File: config.mk
export PLATFORM = sky130hd
export DESIGN_NAME = pe_output_collector
export DESIGN_NICKNAME = d
export VERILOG_FILES = /design/src/rtl/pe_collect_pkg.sv /design/src/rtl/pe_vec_fifo.sv /design/src/rtl/pe_output_collector.sv
export SDC_FILE = /design/constraint.sdc
export NUM_CORES = 1
export LEC_CHECK = 0
export CORE_ASPECT_RATIO = 0.7
export CORE_MARGIN = 5
export CORE_UTILIZATION = 50
export DETAILED_ROUTE_END_ITERATION = 10
export GPL_ROUTABILITY_DRIVEN = 0
export PLACE_DENSITY = 0.8
export RECOVER_POWER = 25
export SLEW_MARGIN = 15
export SYNTH_ARGS = -nofsm -noshare
export SYNTH_HDL_FRONTEND = slang
export SYNTH_SLANG_ARGS = --single-unit
File: constraint.sdc
create_clock -name clk -period 26.2 [get_ports clk]
set_input_delay 6.55 -clock clk [delete_from_list [all_inputs] [get_ports clk]]
set_output_delay 6.55 -clock clk [all_outputs]
set_load 0.05 [all_outputs]
File: src/rtl/pe_collect_pkg.sv
// Shared types for the PE output collector: lane/vector types and serializer states.
package pe_collect_pkg;

   localparam int unsigned N_PE_DEF        = 8;
   localparam int unsigned WID_PE_BITS_DEF = 16;

   typedef logic [WID_PE_BITS_DEF-1:0]          lane_t;
   typedef logic [N_PE_DEF*WID_PE_BITS_DEF-1:0] vec_t;

   typedef enum logic {
      IDLE,
      WRITE
   } coll_state_t;

   // A lane request of zero or beyond the array width means "all lanes".
   function automatic int unsigned eff_lanes(input int unsigned req, input int unsigned n_pe);
      return ((req == 0) || (req > n_pe)) ? n_pe : req;
   endfunction

endpackage

File: src/rtl/pe_vec_fifo.sv
// Whole-vector FIFO; a push coinciding with flush lands in the freshly emptied queue.
module pe_vec_fifo
   import pe_collect_pkg::*;
#(
   parameter int unsigned WIDTH = N_PE_DEF * WID_PE_BITS_DEF,
   parameter int unsigned DEPTH = 4
) (
   input  logic                       clk,
   input  logic                       rst,
   input  logic                       flush,
   input  logic                       push,
   input  logic [WIDTH-1:0]           din,
   input  logic                       pop,
   output logic [WIDTH-1:0]           dout,
   output logic                       full,
   output logic                       empty,
   output logic [$clog2(DEPTH+1)-1:0] count
);

   localparam int unsigned PTR_W = (DEPTH > 1) ? $clog2(DEPTH) : 1;
   localparam int unsigned CNT_W = $clog2(DEPTH + 1);

   logic [WIDTH-1:0] mem [DEPTH];
   logic [PTR_W-1:0] wr_ptr, rd_ptr, wr_idx;
   logic [CNT_W-1:0] count_q;
   logic             do_push, do_pop;

   function automatic logic [PTR_W-1:0] ptr_next(input logic [PTR_W-1:0] p);
      return (p == PTR_W'(DEPTH - 1)) ? '0 : p + PTR_W'(1);
   endfunction

   assign full    = (count_q == CNT_W'(DEPTH));
   assign empty   = (count_q == '0);
   assign count   = count_q;
   assign do_push = push & (flush | ~full);
   assign do_pop  = pop & ~empty & ~flush;
   assign wr_idx  = flush ? '0 : wr_ptr;
   assign dout    = mem[rd_ptr];

   always_ff @(posedge clk or negedge rst) begin
      if (!rst) begin
         wr_ptr  <= '0;
         rd_ptr  <= '0;
         count_q <= '0;
      end else if (flush) begin
         rd_ptr  <= '0;
         wr_ptr  <= do_push ? ptr_next('0) : '0;
         count_q <= do_push ? CNT_W'(1) : '0;
      end else begin
         if (do_push) wr_ptr <= ptr_next(wr_ptr);
         if (do_pop)  rd_ptr <= ptr_next(rd_ptr);
         count_q <= count_q + CNT_W'(do_push) - CNT_W'(do_pop);
      end
   end

   always_ff @(posedge clk) begin
      if (do_push) mem[wr_idx] <= din;
   end

endmodule

File: src/rtl/pe_output_collector.sv
// Captures PE result vectors into a FIFO and serializes them lane by lane
// into a valid/ready word-write stream with a linearly incrementing address.
module pe_output_collector
   import pe_collect_pkg::*;
#(
   parameter int unsigned N_PE        = 8,
   parameter int unsigned WID_PE_BITS = 16,
   parameter int unsigned DEPTH       = 4,
   parameter int unsigned ADDR_W      = 12,
   parameter int unsigned CNT_W       = 16
) (
   input  logic                        clk,
   input  logic                        rst,
   input  logic                        start,
   input  logic [ADDR_W-1:0]           base_addr,
   input  logic [$clog2(N_PE+1)-1:0]   num_lanes,
   input  logic                        capture,
   input  logic [N_PE*WID_PE_BITS-1:0] pe_bus,
   output logic                        full,
   output logic                        wr_en,
   output logic [ADDR_W-1:0]           wr_addr,
   output logic [WID_PE_BITS-1:0]      wr_data,
   input  logic                        wr_ready,
   output logic                        busy,
   output logic                        overflow,
   output logic [CNT_W-1:0]            words_written
);

   localparam int unsigned LN_W = $clog2(N_PE + 1);
   localparam int unsigned VW   = N_PE * WID_PE_BITS;

   coll_state_t                  state_q, state_d;
   logic [VW-1:0]                fifo_dout, shadow_q;
   logic                         fifo_empty, pop, accept, last;
   logic [$clog2(DEPTH+1)-1:0]   fifo_count;
   logic [LN_W-1:0]              lane_idx_q, lanes_q;
   logic [ADDR_W-1:0]            addr_q;
   logic [CNT_W-1:0]             ww_q;
   logic                         ovf_q;

   pe_vec_fifo #(
      .WIDTH (VW),
      .DEPTH (DEPTH)
   ) u_fifo (
      .clk   (clk),
      .rst   (rst),
      .flush (start),
      .push  (capture),
      .din   (pe_bus),
      .pop   (pop),
      .dout  (fifo_dout),
      .full  (full),
      .empty (fifo_empty),
      .count (fifo_count)
   );

   assign accept        = wr_en & wr_ready;
   assign last          = (lane_idx_q == lanes_q - LN_W'(1));
   assign wr_addr       = addr_q;
   assign overflow      = ovf_q;
   assign words_written = ww_q;

   always_ff @(posedge clk or negedge rst) begin
      if (!rst) state_q <= IDLE;
      else      state_q <= state_d;
   end

   // Refilling the shadow on the last-lane acceptance keeps vectors gap-free.
   always_comb begin
      state_d = state_q;
      pop     = 1'b0;
      case (state_q)
         IDLE: begin
            if (!fifo_empty) begin
               pop     = 1'b1;
               state_d = WRITE;
            end
         end
         WRITE: begin
            if (accept && last) begin
               if (!fifo_empty) pop = 1'b1;
               else             state_d = IDLE;
            end
         end
         default: state_d = IDLE;
      endcase
      if (start) begin
         pop     = 1'b0;
         state_d = IDLE;
      end
   end

   always_comb begin
      wr_en   = (state_q == WRITE);
      busy    = (state_q != IDLE) || (fifo_count != '0);
      wr_data = '0;
      for (int unsigned i = 0; i < N_PE; i++) begin
         if (lane_idx_q == LN_W'(i)) wr_data = shadow_q[i*WID_PE_BITS +: WID_PE_BITS];
      end
   end

   always_ff @(posedge clk or negedge rst) begin
      if (!rst) begin
         shadow_q   <= '0;
         lane_idx_q <= '0;
         lanes_q    <= LN_W'(N_PE);
         addr_q     <= '0;
         ww_q       <= '0;
         ovf_q      <= 1'b0;
      end else if (start) begin
         lane_idx_q <= '0;
         lanes_q    <= LN_W'(eff_lanes(32'(num_lanes), N_PE));
         addr_q     <= base_addr;
         ww_q       <= '0;
         ovf_q      <= 1'b0;
      end else begin
         if (capture && full) ovf_q <= 1'b1;
         if (accept) begin
            addr_q     <= addr_q + ADDR_W'(1);
            ww_q       <= ww_q + CNT_W'(1);
            lane_idx_q <= last ? '0 : lane_idx_q + LN_W'(1);
         end
         if (pop) begin
            shadow_q   <= fifo_dout;
            lane_idx_q <= '0;
         end
      end
   end

endmodule
==> results of run 1 <==
area by class of cell:
| cell class | count | area share (%) |
|---|---|---|
| well taps | 730 | 2.88 |
| inverters | 16 | 0.189 |
| clock buffers | 78 | 5.08 |
| flip-flops and latches | 685 | 62.1 |
| diodes | 6 | 0.0473 |
| repair buffers | 212 | 6.67 |
| clock inverters | 37 | 0.856 |
| multi-input cells | 614 | 22.2 |
worst max path at each step:
stage / from / to / slack, ns / cells after the start
floorplan: start / u_fifo.mem[2][0] / 9.66 / 3
global placement: wr_ready / u_fifo.count[2] / 15.96 / 13
detailed placement: capture / u_fifo.mem[0][68] / 15.90 / 5
CTS: lane_idx_q[1] / wr_data[1] / 15.42 / 6
global route: lane_idx_q[1] / wr_data[1] / 15.10 / 6
finish: lane_idx_q[1] / wr_data[1] / 15.39 / 6
flip-flops by register name, summed over array words and instances, names as in the netlist:
| name | count |
|---|---|
| u_fifo.wr_ptr | 2 |
| overflow | 1 |
| lanes_q | 4 |
| lane_idx_q | 4 |
| words_written | 16 |
| wr_en | 1 |
| shadow_q | 128 |
| u_fifo.count | 3 |
| u_fifo.rd_ptr | 2 |
| wr_addr | 12 |
| u_fifo.mem | 512 |
cell families after synthesis:
logic type                 Yosys count  share of synthesized area [%]
DFF                                685                           72.3
AOI/OAI and AO/OA                  128                           3.14
xor gates and xnor gates            26                          0.891
muxes                              260                           17.4
and+or+nand+nor                    189                           3.69
buffers and inverters               92                           2.01
adders and majority gates           11                          0.533
cell usage in the layout, fill, tap and decap left out, drive strengths merged, types with 17 or more instances in the layout:
cell type	instances
mux4	128
nor2	25
nand2	46
a311oi	17
clkinv	32
nand3b	17
nor2b	18
buf	18
nor3	27
mux2	131
dfrtp	172
o21ai	53
a22o	18
dlygate4sd3	91
edfxtp	512
clkbuf	78
clkdlybuf4s50	103
critical path, delay by kind of cell (launching register included):
kind / cells / cell delay [ns]
AND/OR/NAND/NOR: 2 / 0.87
adder cells (fa/ha/maj): 1 / 0.75
AO/OA/AOI/OAI: 1 / 0.53
buffers and inverters: 2 / 1.04
flip-flops: 1 / 0.46
power groups by stage:
stage / logic, mW / registers [mW] / clock network [mW]
6_report: 0.763 / 1.47 / 0.849
5_1_grt: 0.810 / 1.48 / 0.911
4_1_cts: 0.776 / 1.46 / 0.866
3_5_place_dp: 0.767 / 1.48 / 0
3_3_place_gp: 0.755 / 1.48 / 0
2_1_floorplan: 0.576 / 1.43 / 0
metal layers:
metal  vias up  share of wire, %
met4        12               2.1
met1      7189                43
li1       5973                 -
met2       528                47
met5         -             0.095
met3       102               8.6
metrics by stage:
stage	utilization (%)	hold slack, ns	setup WS, ns
floorplan	-	0.458	9.66
global placement	55.4	0.482	15.96
detailed placement	55.4	0.496	15.90
CTS	58.9	0.511	15.42
global route	58.9	0.528	15.10
finish	58.9	0.512	15.39
==> impl_metrics.ini, run 1 <==
[timing]
tightestPinTransition_ns = 1.15
finalHoldViolations = 0
relSlewSlack_pct = 23.5
tns_ns = 0
max_clock_freq_mhz = 92.5
period_needed_ns = 10.81
rsz0062_at_grt = no
slew_viol_final = 0
finalSetupViolCount = 0
fin_skew_ns = 0.0231
post-route-period-util_pct = 41.3

[synthesis]
synthTopCellsByArea = edfxtp_1 (56%), dfrtp_1 (16%), mux4_2 (11%)
syn_area_um2 = 27200
synth_nets = 1551
synth_top_area_cell = edfxtp_1
synthFlopType = edfxtp_1
synth_cells = 1391
syn_area_per_cell_um2 = 19.6
yosysMostFrequentCell = edfxtp_1
synth_edf_count = 512
synthTopCellsByCount = edfxtp_1 (512), dfrtp_1 (172), mux4_2 (128)
ys_seq_area_share_pct = 72.3
ys_seq_elements = 685
yosys.cell_types.count = 53
async_flop_share_pct = 25.3
yosysWarnings = 0
synth_top_area_share_pct = 56.4

[floorplan]
core_area_um2 = 53800
die_height_um = 205
die_area_um2 = 59300
ioPinCount = 197
start_util_pct = 50.6
fp-row-count = 71
die_x_um = 289

[critical_path]
cp.arrival_ns = 4.26
cp-start-kind = flop
ff2ff_setup_slack_ns = 22.06
crit_path_cell_trace = inv_1 > ha_1 > and2_0 > nor3_1 > o21ai_0 > clkdlybuf4s50_1
crit_required_ns = 19.65
crit_type = flop to output port
worstReg2RegStart = lanes_q[0]
slowest_delay_ns = 0.93
reg2reg_depth = 14
slowest_stage = clkdlybuf4s50_1
rr_endpoint = u_fifo.count[2]
cp-end-kind = output port
crit_path_max_fanout = 34

[status]
outcome = complete, no violations

[min_path]
worstHoldStart = lanes_q[3]
hold_path.class = flop to flop
timing.hold.worst_endpoint = lanes_q[3]
hold_depth = 2

[clocking]
clkLatencyLatePin_ns = 0.62
cts_resized = 0
post_cts_buffers = 0
clock_path_buffers = 3
cts_sinks = 685
clkTransAtPathRegs_ns = 0.06
cts-buffers-inserted = 61
htreeDepth = 2
cts_tree = built
cts_root_buffer = clkbuf_16
cts_hold_buf = 0

[pwr]
netSwitchingFraction_pct = 28.8
internal-power_mw = 2.19
power.density_nw_per_um2 = 97.0
pwr-share-comb_pct = 24.8
p_switching_mw = 0.888
p_seq_share_pct = 47.7
clockPowerShare_pct = 27.6
peakVddDrop_uv = 65.4
total_power_mw = 3.08
leakage_nw = 10.9

[grt]
antenna_found_initial = 11
use_met1_pct = 30.7
met3_usage_pct = 4.14
grt_pass1_wl_um = 90100
grt_max_degree = 130
busiest_layer = met2
use_met2_pct = 31.0
grt_pass1_vias = 13897
track_usage_pct = 20.3
overflow = 0

[placement]
dp_hpwl_um = 38200
postPlaceCellArea_um2 = 29800
portBuffers = 196
post-place-cells = 2257

[finish]
fillers = 3876
stdcell_area_um2 = 31700
fin_cells = 2378
drive_gt1_share_pct = 22.2
synthToLayoutAreaGrowth_pct = 16.5
seq_area_um2 = 19700
multi_input_area_um2 = 7030
fin_nets = 1750

[drt]
vias = 13804
post_drt_wl_per_cell_um = 25.3
drc = 0
wl_um = 60100
firstDrtPassIters = 5
drt.antenna.violating_nets = 0
drtIter0Drc = 1340
vias_per_cell = 5.80

[job]
cap_violations = 0
Power figures use the tool's default switching activity.
==> run 2: changes to the inputs <==
PLACE_DENSITY = 0.82   (was 0.8)
clock period = 9.7 ns   (was 26.2 ns; I/O delays follow)
==> run 2 against run 1 <==
- flip-flop and latch count unchanged
- critical endpoint unchanged
- power rose to 2.7 times the previous value
- wire length up 0.59%
==> impl_metrics.ini, run 2 (synthesis gave the netlist of run 1 again) <==
[status]
outcome = complete, no violations

[drt]
drt.antenna.violating_nets = 0
wl_um = 60500
vias_per_cell = 5.86
firstDrtPassIters = 5
drtIter0Drc = 1487
vias = 13917
drc = 0
post_drt_wl_per_cell_um = 25.5

[timing]
tns_ns = 0
tightestPinTransition_ns = 1.07
post-route-period-util_pct = 69.5
rsz0062_at_grt = no
fin_skew_ns = 0.0180
max_clock_freq_mhz = 148
period_needed_ns = 6.75
relSlewSlack_pct = 28.9
slew_viol_final = 0
finalHoldViolations = 0
finalSetupViolCount = 0

[grt]
track_usage_pct = 20.5
grt_pass1_vias = 14121
grt_pass1_wl_um = 91300
overflow = 0
antenna_found_initial = 16
grt_max_degree = 130

[floorplan]
die_area_um2 = 59300
die_x_um = 289
ioPinCount = 197
fp-row-count = 71
core_area_um2 = 53800
die_height_um = 205
start_util_pct = 50.6

[clocking]
cts_tree = built
cts_hold_buf = 0
htreeDepth = 2
clock_path_buffers = 3
cts_sinks = 685
clkTransAtPathRegs_ns = 0.06
cts_resized = 0
cts_root_buffer = clkbuf_16
post_cts_buffers = 0
clkLatencyLatePin_ns = 0.63
cts-buffers-inserted = 61

[placement]
dp_hpwl_um = 38000
portBuffers = 196
postPlaceCellArea_um2 = 29800

[finish]
top_register = u_fifo.mem
fin_nets = 1746
largest_register_ffs = 512
synthToLayoutAreaGrowth_pct = 17.0
final_common_cell = edfxtp_1
layout_common_cells = edfxtp_1 (512), dfrtp_1 (170), mux4_2 (128)
stdcell_area_um2 = 31900
drive_gt1_share_pct = 22.8

[critical_path]
cp-end-kind = output port
crit_type = flop to output port
crit_path_max_fanout = 34
slowest_stage = clkdlybuf4s50_1
cp-start-kind = flop
slowest_delay_ns = 0.94
worstSetupStartpoint = lane_idx_q[1]
reg2reg_depth = 14
worstReg2RegStart = lanes_q[0]
crit_path_cell_trace = inv_1 > ha_1 > and2_0 > nor3_1 > o21ai_0 > clkdlybuf4s50_1
crit_required_ns = 7.28
cp.arrival_ns = 4.32
ff2ff_setup_slack_ns = 5.65
rr_endpoint = u_fifo.count[2]

[min_path]
hold_depth = 1
worstHoldStart = shadow_q[88]
hold_path.class = flop to flop
timing.hold.worst_endpoint = shadow_q[88]

[pwr]
leakage_nw = 11.0
peakVddDrop_uv = 119
power.density_nw_per_um2 = 264

[job]
cap_violations = 0
[run 2: changes by cell type in the layout (fill, tap and decap cells not counted), sizes merged]
cell	change
diode	+1
buf	-4
dlygate4sd3	+1
clkdlybuf4s50	-1
clkbuf	+11
clkinv	-12
bufinv	+1
[run 2: worst max path at each step]
| stage | depth (start not counted) | to | slack, ns |
|---|---|---|---|
| after floorplan | 4 | u_fifo.mem[0][0] | 0.74 |
| after global placement | 13 | u_fifo.count[2] | 3.55 |
| after detailed placement | 13 | u_fifo.count[2] | 3.50 |
| after CTS | 6 | wr_data[1] | 3.05 |
| after global routing | 6 | wr_data[1] | 2.70 |
| final | 6 | wr_data[1] | 2.95 |
[run 2: worst max-delay path, delay by kind of cell (launching register included)]
| kind | cells | cell delay, ns |
|---|---|---|
| buffers and inverters | 2 | 1.05 |
| AND/OR/NAND/NOR | 2 | 0.87 |
| adder cells (fa/ha/maj) | 1 | 0.77 |
| AO/OA/AOI/OAI | 1 | 0.55 |
| flip-flops | 1 | 0.46 |
[run 2: routing by layer]
metal / vias to the layer above / track usage (%) / wire length [um]
li1: 5952 / - / -
met1: 7236 / 29.3 / 24500
met2: 605 / 32.6 / 29100
met3: 108 / 4.98 / 5450
met4: 16 / 4.85 / 1320
met5: - / 0 / 95
[run 2: power breakdown]
group	leakage, nW	internal [mW]	total (mW)	switching, mW
Combinational	3.17	1.06	2.02	0.963
Clock	1.00	1.38	2.42	1.04
Sequential	6.79	3.60	3.99	0.391
[run 2: final cells by class]
class	instances	area [um2]
multi-input combinational	614	7040
antenna	7	17.5
timing repair buffer	208	2110
fill	3820	22000
clock buffer	89	1780
inverter	16	60.1
clock inverter	26	249
tap	730	913
sequential	685	19700
[run 2: metrics by stage]
step	total power [mW]	utilization [%]	worst slack (ns)	instances	hold slack, ns
2_1_floorplan	5.40	-	0.741	1391	0.458
3_3_place_gp	6.02	55.4	3.55	2253	0.479
3_5_place_dp	6.06	55.4	3.50	2253	0.489
4_1_cts	8.49	59.2	3.05	2368	0.510
5_1_grt	8.77	59.2	2.70	2373	0.527
6_report	8.43	59.2	2.95	2375	0.517
